File: config.mk
export PLATFORM = sky130hd
export DESIGN_NAME = collatz_sweeper_flat
export DESIGN_NICKNAME = d
export VERILOG_FILES = /design/src/rtl/collatz_pkg.sv /design/src/rtl/collatz_sweeper_if.sv /design/src/rtl/collatz_best_tracker.sv /design/src/rtl/collatz_sweeper.sv /design/src/flat_wrapper.sv
export SDC_FILE = /design/constraint.sdc
export NUM_CORES = 1
export LEC_CHECK = 0
export ABC_AREA = 1
export BUFFER_PORTS_ARGS = -buffer_cell sky130_fd_sc_hd__buf_2
export CELL_PAD_IN_SITES_DETAIL_PLACEMENT = 0
export CELL_PAD_IN_SITES_GLOBAL_PLACEMENT = 1
export CORE_AREA = 3 3 238 147
export DETAILED_ROUTE_END_ITERATION = 10
export DIE_AREA = 0 0 241 150
export GPL_TIMING_DRIVEN = 0
export PLACE_DENSITY = 0.68
export SYNTH_ARGS = -nofsm -noshare
export SYNTH_HDL_FRONTEND = slang
export SYNTH_SLANG_ARGS = --single-unit
File: constraint.sdc
create_clock -name clk -period 6.3 [get_ports clk]
set_input_delay 0.63 -clock clk [delete_from_list [all_inputs] [get_ports clk]]
set_output_delay 0.63 -clock clk [all_outputs]
set_load 0.01 [all_outputs]
File: src/rtl/collatz_pkg.sv
// Shared constants, control-bit positions and FSM encoding for the Collatz
// sweeper and its best-orbit tracker.
package collatz_pkg;
   localparam int unsigned BITS      = 144;
   localparam int unsigned BYTES     = BITS / 8;
   localparam int unsigned ADDR_BITS = 5;
   localparam int unsigned OLEN_BITS = 16;

   localparam logic [31:0] OVERFLOW_MARKER = 32'hBAADF00D;

   // core_uio_in control bits
   localparam int unsigned WE = 7;
   localparam int unsigned GO = 6;
   localparam int unsigned PR = 5;

   localparam int unsigned SETTLE_CYCLES = 2;
   localparam int unsigned READ_CYCLES   = 7;

   localparam logic [1:0] ERR_OK       = 2'd0;
   localparam logic [1:0] ERR_OVERFLOW = 2'd1;
   localparam logic [1:0] ERR_TIMEOUT  = 2'd2;

   typedef enum logic [2:0] {
      IDLE, WRITE, KICK, SETTLE, WAIT, READ, EVAL, FIN
   } state_t;
endpackage

File: src/rtl/collatz_sweeper_if.sv
// Pin-level bus between the sweeper and a Collatz core.
interface collatz_sweeper_if;
   logic [7:0] core_ui_in;
   logic [7:0] core_uio_in;
   logic [7:0] core_uo_out;
   logic [7:0] core_uio_out;

   modport master (
      output core_ui_in, core_uio_in,
      input  core_uo_out, core_uio_out
   );

   modport slave (
      input  core_ui_in, core_uio_in,
      output core_uo_out, core_uio_out
   );
endinterface

File: src/rtl/collatz_best_tracker.sv
// Turns the core's cumulative orbit length into per-seed lengths and keeps
// the seed with the longest orbit (earliest seed wins ties).
module collatz_best_tracker
   import collatz_pkg::*;
(
   input  logic                 clk,
   input  logic                 reset,
   input  logic                 clear,
   input  logic                 eval,
   input  logic [31:0]          cur_seed,
   input  logic [OLEN_BITS-1:0] len_now,
   output logic [31:0]          best_seed,
   output logic [OLEN_BITS-1:0] best_len
);
   logic [OLEN_BITS-1:0] len_prev;
   logic [OLEN_BITS-1:0] delta;

   // The core never clears its length counter, so len_prev survives across sweeps.
   always_comb delta = len_now - len_prev;

   always_ff @(posedge clk) begin
      if (reset) begin
         len_prev  <= '0;
         best_seed <= '0;
         best_len  <= '0;
      end else if (clear) begin
         best_seed <= '0;
         best_len  <= '0;
      end else if (eval) begin
         len_prev <= len_now;
         if (delta > best_len) begin
            best_seed <= cur_seed;
            best_len  <= delta;
         end
      end
   end
endmodule

File: src/rtl/collatz_sweeper.sv
// Sweeps a range of seeds through an external Collatz core and reports the
// seed with the longest orbit, flagging core overflow and busy timeouts.
module collatz_sweeper
   import collatz_pkg::*;
#(
   parameter int unsigned TIMEOUT = 65535
) (
   input  logic                 clk,
   input  logic                 reset,
   input  logic                 start,
   input  logic [31:0]          seed,
   input  logic [15:0]          count,
   collatz_sweeper_if.master    core,
   output logic                 busy,
   output logic                 done,
   output logic [1:0]           error,
   output logic [31:0]          best_seed,
   output logic [OLEN_BITS-1:0] best_len
);
   state_t               state, next_state;
   logic [ADDR_BITS-1:0] step;
   logic [31:0]          wait_cnt;
   logic [31:0]          cur_seed;
   logic [31:0]          path;
   logic [15:0]          remaining;
   logic [OLEN_BITS-1:0] len_now;
   logic                 accept, core_busy, wait_expired, overflow;

   assign accept       = (state == IDLE) && start;
   assign core_busy    = core.core_uio_out[7];
   assign wait_expired = wait_cnt == 32'(TIMEOUT - 1);
   assign overflow     = path == OVERFLOW_MARKER;

   always_ff @(posedge clk) begin
      if (reset) state <= IDLE;
      else       state <= next_state;
   end

   always_comb begin
      next_state = state;
      case (state)
         IDLE:    if (start) next_state = (count == '0) ? FIN : WRITE;
         WRITE:   if (step == ADDR_BITS'(BYTES - 1)) next_state = KICK;
         KICK:    next_state = SETTLE;
         SETTLE:  if (step == ADDR_BITS'(SETTLE_CYCLES - 1)) next_state = WAIT;
         WAIT:    if (!core_busy) next_state = READ;
                  else if (wait_expired) next_state = FIN;
         READ:    if (step == ADDR_BITS'(READ_CYCLES - 1)) next_state = EVAL;
         EVAL:    next_state = (overflow || remaining == 16'd1) ? FIN : WRITE;
         FIN:     next_state = IDLE;
         default: next_state = IDLE;
      endcase
   end

   always_comb begin
      core.core_ui_in  = '0;
      core.core_uio_in = '0;
      busy = state != IDLE;
      done = state == FIN;
      case (state)
         WRITE: begin
            core.core_uio_in[WE]            = 1'b1;
            core.core_uio_in[ADDR_BITS-1:0] = step;
            if (step < 5'd4) core.core_ui_in = cur_seed[{step[1:0], 3'b000} +: 8];
         end
         KICK: core.core_uio_in[GO] = 1'b1;
         // Length bytes 0..1, then path-record bytes 0..3; the last cycle only captures.
         READ: begin
            if (step < 5'd2) begin
               core.core_uio_in[ADDR_BITS-1:0] = step;
            end else if (step < 5'd6) begin
               core.core_uio_in[PR]            = 1'b1;
               core.core_uio_in[ADDR_BITS-1:0] = step - 5'd2;
            end
         end
         default: ;
      endcase
   end

   always_ff @(posedge clk) begin
      if (reset) begin
         step      <= '0;
         wait_cnt  <= '0;
         cur_seed  <= '0;
         remaining <= '0;
         len_now   <= '0;
         path      <= '0;
         error     <= ERR_OK;
      end else begin
         step     <= (next_state == state) ? step + 1'b1 : '0;
         wait_cnt <= (state == WAIT) ? wait_cnt + 1'b1 : '0;
         case (state)
            IDLE: if (start) begin
               cur_seed  <= seed;
               remaining <= count;
               error     <= ERR_OK;
            end
            WAIT: if (core_busy && wait_expired) error <= ERR_TIMEOUT;
            // Read data lags the driven address by one cycle.
            READ: case (step)
               5'd1:    len_now[7:0]  <= core.core_uo_out;
               5'd2:    len_now[15:8] <= core.core_uo_out;
               5'd3:    path[7:0]     <= core.core_uo_out;
               5'd4:    path[15:8]    <= core.core_uo_out;
               5'd5:    path[23:16]   <= core.core_uo_out;
               5'd6:    path[31:24]   <= core.core_uo_out;
               default: ;
            endcase
            EVAL: begin
               if (overflow) error <= ERR_OVERFLOW;
               cur_seed  <= cur_seed + 32'd1;
               remaining <= remaining - 16'd1;
            end
            default: ;
         endcase
      end
   end

   collatz_best_tracker u_tracker (
      .clk       (clk),
      .reset     (reset),
      .clear     (accept),
      .eval      ((state == EVAL) && !overflow),
      .cur_seed  (cur_seed),
      .len_now   (len_now),
      .best_seed (best_seed),
      .best_len  (best_len)
   );
endmodule

File: src/flat_wrapper.sv
// flat-port wrapper written by rule: the top's interface ports become plain ports
module collatz_sweeper_flat import collatz_pkg::*;
#(
   parameter int unsigned TIMEOUT = 65535
)
  (clk, reset, start, seed, count, busy, done, error, best_seed, best_len, core_core_ui_in, core_core_uio_in, core_core_uo_out, core_core_uio_out);
  collatz_sweeper_if core_i ();
  input  logic clk;
  input  logic reset;
  input  logic start;
  input  logic [31:0] seed;
  input  logic [15:0] count;
  output logic busy;
  output logic done;
  output logic [1:0] error;
  output logic [31:0] best_seed;
  output logic [OLEN_BITS-1:0] best_len;
  output wire logic [$bits(core_i.core_ui_in)-1:0] core_core_ui_in;
  output wire logic [$bits(core_i.core_uio_in)-1:0] core_core_uio_in;
  input wire logic [$bits(core_i.core_uo_out)-1:0] core_core_uo_out;
  input wire logic [$bits(core_i.core_uio_out)-1:0] core_core_uio_out;
  assign core_core_ui_in = core_i.core_ui_in;
  assign core_core_uio_in = core_i.core_uio_in;
  assign core_i.core_uo_out = core_core_uo_out;
  assign core_i.core_uio_out = core_core_uio_out;
  collatz_sweeper #(.TIMEOUT(TIMEOUT)) u_core (.clk(clk), .reset(reset), .start(start), .seed(seed), .count(count), .core(core_i), .busy(busy), .done(done), .error(error), .best_seed(best_seed), .best_len(best_len));
endmodule
==> impl_metrics.prom <==
# TYPE chip_impl_metric gauge
chip_impl_metric{name="postSynthRegisterBits",unit=""} 202
chip_impl_metric{name="timing.setup.tns",unit="ns"} 0
chip_impl_metric{name="globalRoute.totalOverflow",unit=""} 0
chip_impl_info{name="cpMostUsedCell",value="sky130_fd_sc_hd__inv_1"} 1
chip_impl_metric{name="totalWireLength",unit="um"} 41200
chip_impl_metric{name="largest_net_degree_at_the_start_of_global_routing",unit=""} 14
chip_impl_metric{name="ys_types",unit=""} 45
chip_impl_metric{name="clk_latency",unit="ns"} 0.52
chip_impl_metric{name="max_slew_margin",unit="%"} 50.4
chip_impl_metric{name="gp_congestion",unit=""} 0.968
chip_impl_info{name="timing.critical_path.from_type",value="register"} 1
chip_impl_metric{name="hold_depth",unit=""} 3
chip_impl_info{name="cts_tree",value="built"} 1
chip_impl_metric{name="post-route-util",unit="%"} 40.3
chip_impl_metric{name="antenna_found_initial",unit=""} 0
chip_impl_metric{name="vias_in_the_first_global_route",unit=""} 10984
chip_impl_info{name="critPathSlowestCell",value="sky130_fd_sc_hd__o32ai_1"} 1
chip_impl_metric{name="ys_seq_area_share",unit="%"} 35.4
chip_impl_metric{name="h-tree-depth",unit=""} 1
chip_impl_metric{name="coreArea",unit="sq um"} 33200
chip_impl_metric{name="fin_crit",unit="ns"} 3.64
chip_impl_metric{name="detail_route.wl_per_cell",unit="um"} 17.6
chip_impl_metric{name="syn_to_final_growth",unit="%"} 16.9
chip_impl_info{name="clock_tree.root_cell",value="sky130_fd_sc_hd__clkbuf_16"} 1
chip_impl_metric{name="critPathArrivalTime",unit="ns"} 3.01
chip_impl_info{name="critical_r2r_capture",value="u_core.u_tracker.best_seed[23]$_SDFFE_PP0P_"} 1
chip_impl_metric{name="post-cts-setup-buffers",unit=""} 0
chip_impl_metric{name="syn-cell-area",unit="sq um"} 11400
chip_impl_metric{name="cts.clk_slew.worst_paths",unit="ns"} 0.06
chip_impl_info{name="synth_flop_cell",value="sky130_fd_sc_hd__dfxtp_1"} 1
chip_impl_metric{name="worst_clock_skew",unit="ns"} 0.0132
chip_impl_metric{name="max-vdd-ir-drop",unit="uV"} 237
chip_impl_metric{name="all_layer_gr_usage",unit="%"} 22.6
chip_impl_metric{name="synth-async-reset-ratio",unit="%"} 0
chip_impl_metric{name="power.static_leakage",unit="nW"} 5.53
chip_impl_metric{name="max_freq",unit="MHz"} 275
chip_impl_info{name="startpoint_of_the_most_critical_register_to_register_path",value="u_core.len_now[0]$_SDFFE_PP0P_"} 1
chip_impl_metric{name="finalWorstSetupSlack",unit="ns"} 2.66
chip_impl_metric{name="worst_max_slew_pin_slew",unit="ns"} 0.744
chip_impl_metric{name="fin_total_pwr",unit="mW"} 5.44
chip_impl_metric{name="cp_num_buf_inv",unit=""} 6
chip_impl_metric{name="synth_cells",unit=""} 1746
chip_impl_metric{name="first_iter_violations",unit=""} 977
chip_impl_metric{name="number_of_enable_type_register_cells_in_the_synthesized_netlist",unit=""} 0
chip_impl_metric{name="cts_max_path_buffers",unit=""} 3
chip_impl_metric{name="place_inst",unit=""} 2304
chip_impl_metric{name="global_route_wire_length_before_repair",unit="um"} 63500
chip_impl_metric{name="drive_gt1_share",unit="%"} 11.7
chip_impl_info{name="hold-path-endpoint",value="u_core.remaining[1]$_SDFFE_PP0P_"} 1
chip_impl_info{name="outcome",value="complete, no violations"} 1
chip_impl_metric{name="synth.yosys.warnings",unit=""} 0
chip_impl_info{name="cp-end-kind",value="primary output"} 1
chip_impl_metric{name="cts_made_buffers",unit=""} 23
chip_impl_info{name="holdCritStartpoint",value="count[1]"} 1
chip_impl_metric{name="fp.dieArea",unit="sq um"} 36200
chip_impl_metric{name="reg2reg_depth",unit=""} 22
chip_impl_metric{name="maxCapViolations",unit=""} 0
chip_impl_metric{name="fp.dieW",unit="um"} 241
chip_impl_metric{name="layout.filler_cells",unit=""} 3688
chip_impl_metric{name="layout_worst_path_cycle_share",unit="%"} 57.7
chip_impl_info{name="criticalPathCategory",value="reg2out"} 1
chip_impl_info{name="critical-path-top-delay-family",value="buffers and inverters"} 1
chip_impl_metric{name="postSynthAreaPerCell",unit="sq um"} 6.55
chip_impl_metric{name="critical-path-max-stage-delay",unit="ns"} 0.44
chip_impl_info{name="critical_path.cell_chain",value="clkbuf_1 -> inv_1 -> clkbuf_1 -> ha_1 -> inv_1 -> nand3_1 -> inv_1 -> nand2_1 -> o32ai_1 -> buf_2"} 1
chip_impl_metric{name="die_height",unit="um"} 150
chip_impl_metric{name="floorplan.rows",unit=""} 52
chip_impl_metric{name="detailroute.via_count",unit=""} 11939
chip_impl_metric{name="io-pin-count",unit=""} 135
chip_impl_metric{name="setup_violations",unit=""} 0
chip_impl_metric{name="number_of_vias_per_cell_after_detailed_routing",unit=""} 5.09
chip_impl_metric{name="cts_hold_repair.buffers",unit=""} 0
chip_impl_metric{name="timing.critical_path.fanout_max",unit=""} 12
chip_impl_metric{name="detail-route-antenna-nets",unit=""} 0
chip_impl_metric{name="worst-endpoint-required",unit="ns"} 5.67
chip_impl_metric{name="diodes",unit=""} 0
chip_impl_metric{name="cts_sinks",unit=""} 202
chip_impl_metric{name="final_routed_drc_violation_total",unit=""} 0
chip_impl_info{name="worstHoldPathType",value="in2reg"} 1
chip_impl_metric{name="buffer_ports.inserted",unit=""} 126
chip_impl_info{name="rsz0062_at_grt",value="false"} 1
chip_impl_metric{name="finish.net_count",unit=""} 2008
chip_impl_metric{name="start_util",unit="%"} 34.5
chip_impl_metric{name="regToRegSetupSlack",unit="ns"} 2.67
chip_impl_metric{name="dp_hpwl",unit="um"} 32200
chip_impl_metric{name="final_hold_viol_count",unit=""} 0
chip_impl_metric{name="stdcell_count",unit=""} 2345
chip_impl_metric{name="power_density",unit="nW/um^2"} 407
chip_impl_metric{name="drt_pre_antenna_iters",unit=""} 5
chip_impl_metric{name="mapped_nets",unit=""} 1857
chip_impl_metric{name="timing_max_transition_violations_final",unit=""} 0
chip_impl_metric{name="pre_cts_ws",unit="ns"} 2.71
chip_impl_metric{name="cts_repair_resize_count",unit=""} 0
[sequential cells by signal, summed over array words and instances, names as in the netlist]
name,flops
u_core.cur_seed,32
u_core.path,32
u_core.u_tracker.best_seed,32
u_core.wait_cnt,32
u_core.len_now,16
u_core.remaining,16
u_core.u_tracker.best_len,16
u_core.u_tracker.len_prev,16
u_core.step,5
u_core.state,3
u_core.error,2
[layer usage]
layer / wire length [um] / vias to the layer above / track usage [%]
met5: 0 / - / 0
met3: 3080 / 34 / 5.01
li1: - / 6039 / -
met1: 21700 / 5534 / 35.6
met4: 586 / 0 / 3.46
met2: 15800 / 332 / 31.4
[how the worst max path moves through the flow]
| stage | cells after the start | to | slack [ns] | start |
|---|---|---|---|---|
| finish | 10 | core_core_uio_in[4] | 2.66 | u_core.step[1]$_SDFF_PP0_ |
| global route | 24 | u_core.u_tracker.best_seed[23]$_SDFFE_PP0P_ | 2.22 | u_core.len_now[0]$_SDFFE_PP0P_ |
| CTS | 10 | core_core_uio_in[4] | 2.65 | u_core.step[1]$_SDFF_PP0_ |
| detailed placement | 22 | u_core.u_tracker.best_seed[7]$_SDFFE_PP0P_ | 2.71 | u_core.len_now[0]$_SDFFE_PP0P_ |
| global placement | 24 | u_core.u_tracker.best_seed[7]$_SDFFE_PP0P_ | 2.70 | u_core.len_now[0]$_SDFFE_PP0P_ |
| floorplan | 24 | u_core.u_tracker.best_len[0]$_SDFFE_PP0P_ | 3.38 | u_core.len_now[0]$_SDFFE_PP0P_ |
[final cells by class]
cell class	count	area [sq um]	share of cell area (%)
Multi-Input combinational cell	1277	6330	47.3
Sequential cell	202	4040	30.2
Inverter	200	751	5.61
Clock buffer	32	639	4.78
Timing Repair Buffer	126	631	4.71
Tap cell	432	541	4.04
Buffer	67	314	2.35
Clock inverter	9	128	0.954
[worst min-delay path: stages]
cell                      delay, ns
sky130_fd_sc_hd__buf_2         0.11
sky130_fd_sc_hd__nand2_1       0.06
sky130_fd_sc_hd__a21oi_1       0.05
[placed cells by master, fill, tap and decap left out, drive strengths merged, types with 3 or more instances in the layout]
master    Yosys  final
nand2       354    354
nor2        268    268
dfxtp       202    202
inv         199    199
a21oi       170    170
buf          33    159
o21ai       135    135
nand3       129    129
clkbuf       34     66
nor3         46     46
ha           43     43
xor2         23     23
nand4        23     23
a31oi        14     14
nand3b       12     12
o21a         10     10
o211ai        9      9
nor3b         8      8
or2           6      6
nor4          5      5
clkinv        1      4
o31ai         3      3
xnor2         3      3
a311oi        3      3
bufinv        0      3
clkinvlp      0      3
[kinds of logic (layout without fill, tap and decap cells)]
kind of cell             Yosys count  in the layout  share of synthesized area (%)
AO/OA/AOI/OAI                    355            355                           16.5
XOR/XNOR                          26             26                           1.99
adder cells (fa/ha/maj)           44             44                           4.88
buffers and inverters            267            434                           9.31
flip-flops                       202            202                           35.4
AND/OR/NAND/NOR                  852            852                           31.9
[metrics by stage]
stage               instance area, sq um  hold slack [ns]
CTS                                13400            0.348
global placement                   12600            0.444
floorplan                          11400            0.429
finish                             13400            0.383
global route                       13400            0.384
detailed placement                 12600            0.450
[where the power goes]
part | switching (mW) | internal (mW)
clock network | 0.569 | 0.832
logic | 1.78 | 0.726
registers | 0.142 | 1.39
[cells in the mapped netlist, drive strengths merged (3+ instances only)]
master / n / area share [%]
a21oi: 170 / 7.4
a311oi: 3 / 0.23
a31oi: 14 / 0.77
buf: 33 / 1.6
clkbuf: 34 / 1.1
dfxtp: 202 / 35
ha: 43 / 4.7
inv: 199 / 6.5
nand2: 354 / 12
nand3: 129 / 5.7
nand3b: 12 / 0.79
nand4: 23 / 1.4
nor2: 268 / 9.0
nor3: 46 / 2.1
nor3b: 8 / 0.53
nor4: 5 / 0.40
o211ai: 9 / 0.59
o21a: 10 / 0.66
o21ai: 135 / 5.9
o31ai: 3 / 0.20
or2: 6 / 0.33
xnor2: 3 / 0.23
xor2: 23 / 1.8
(Power assumes the default switching activity.)
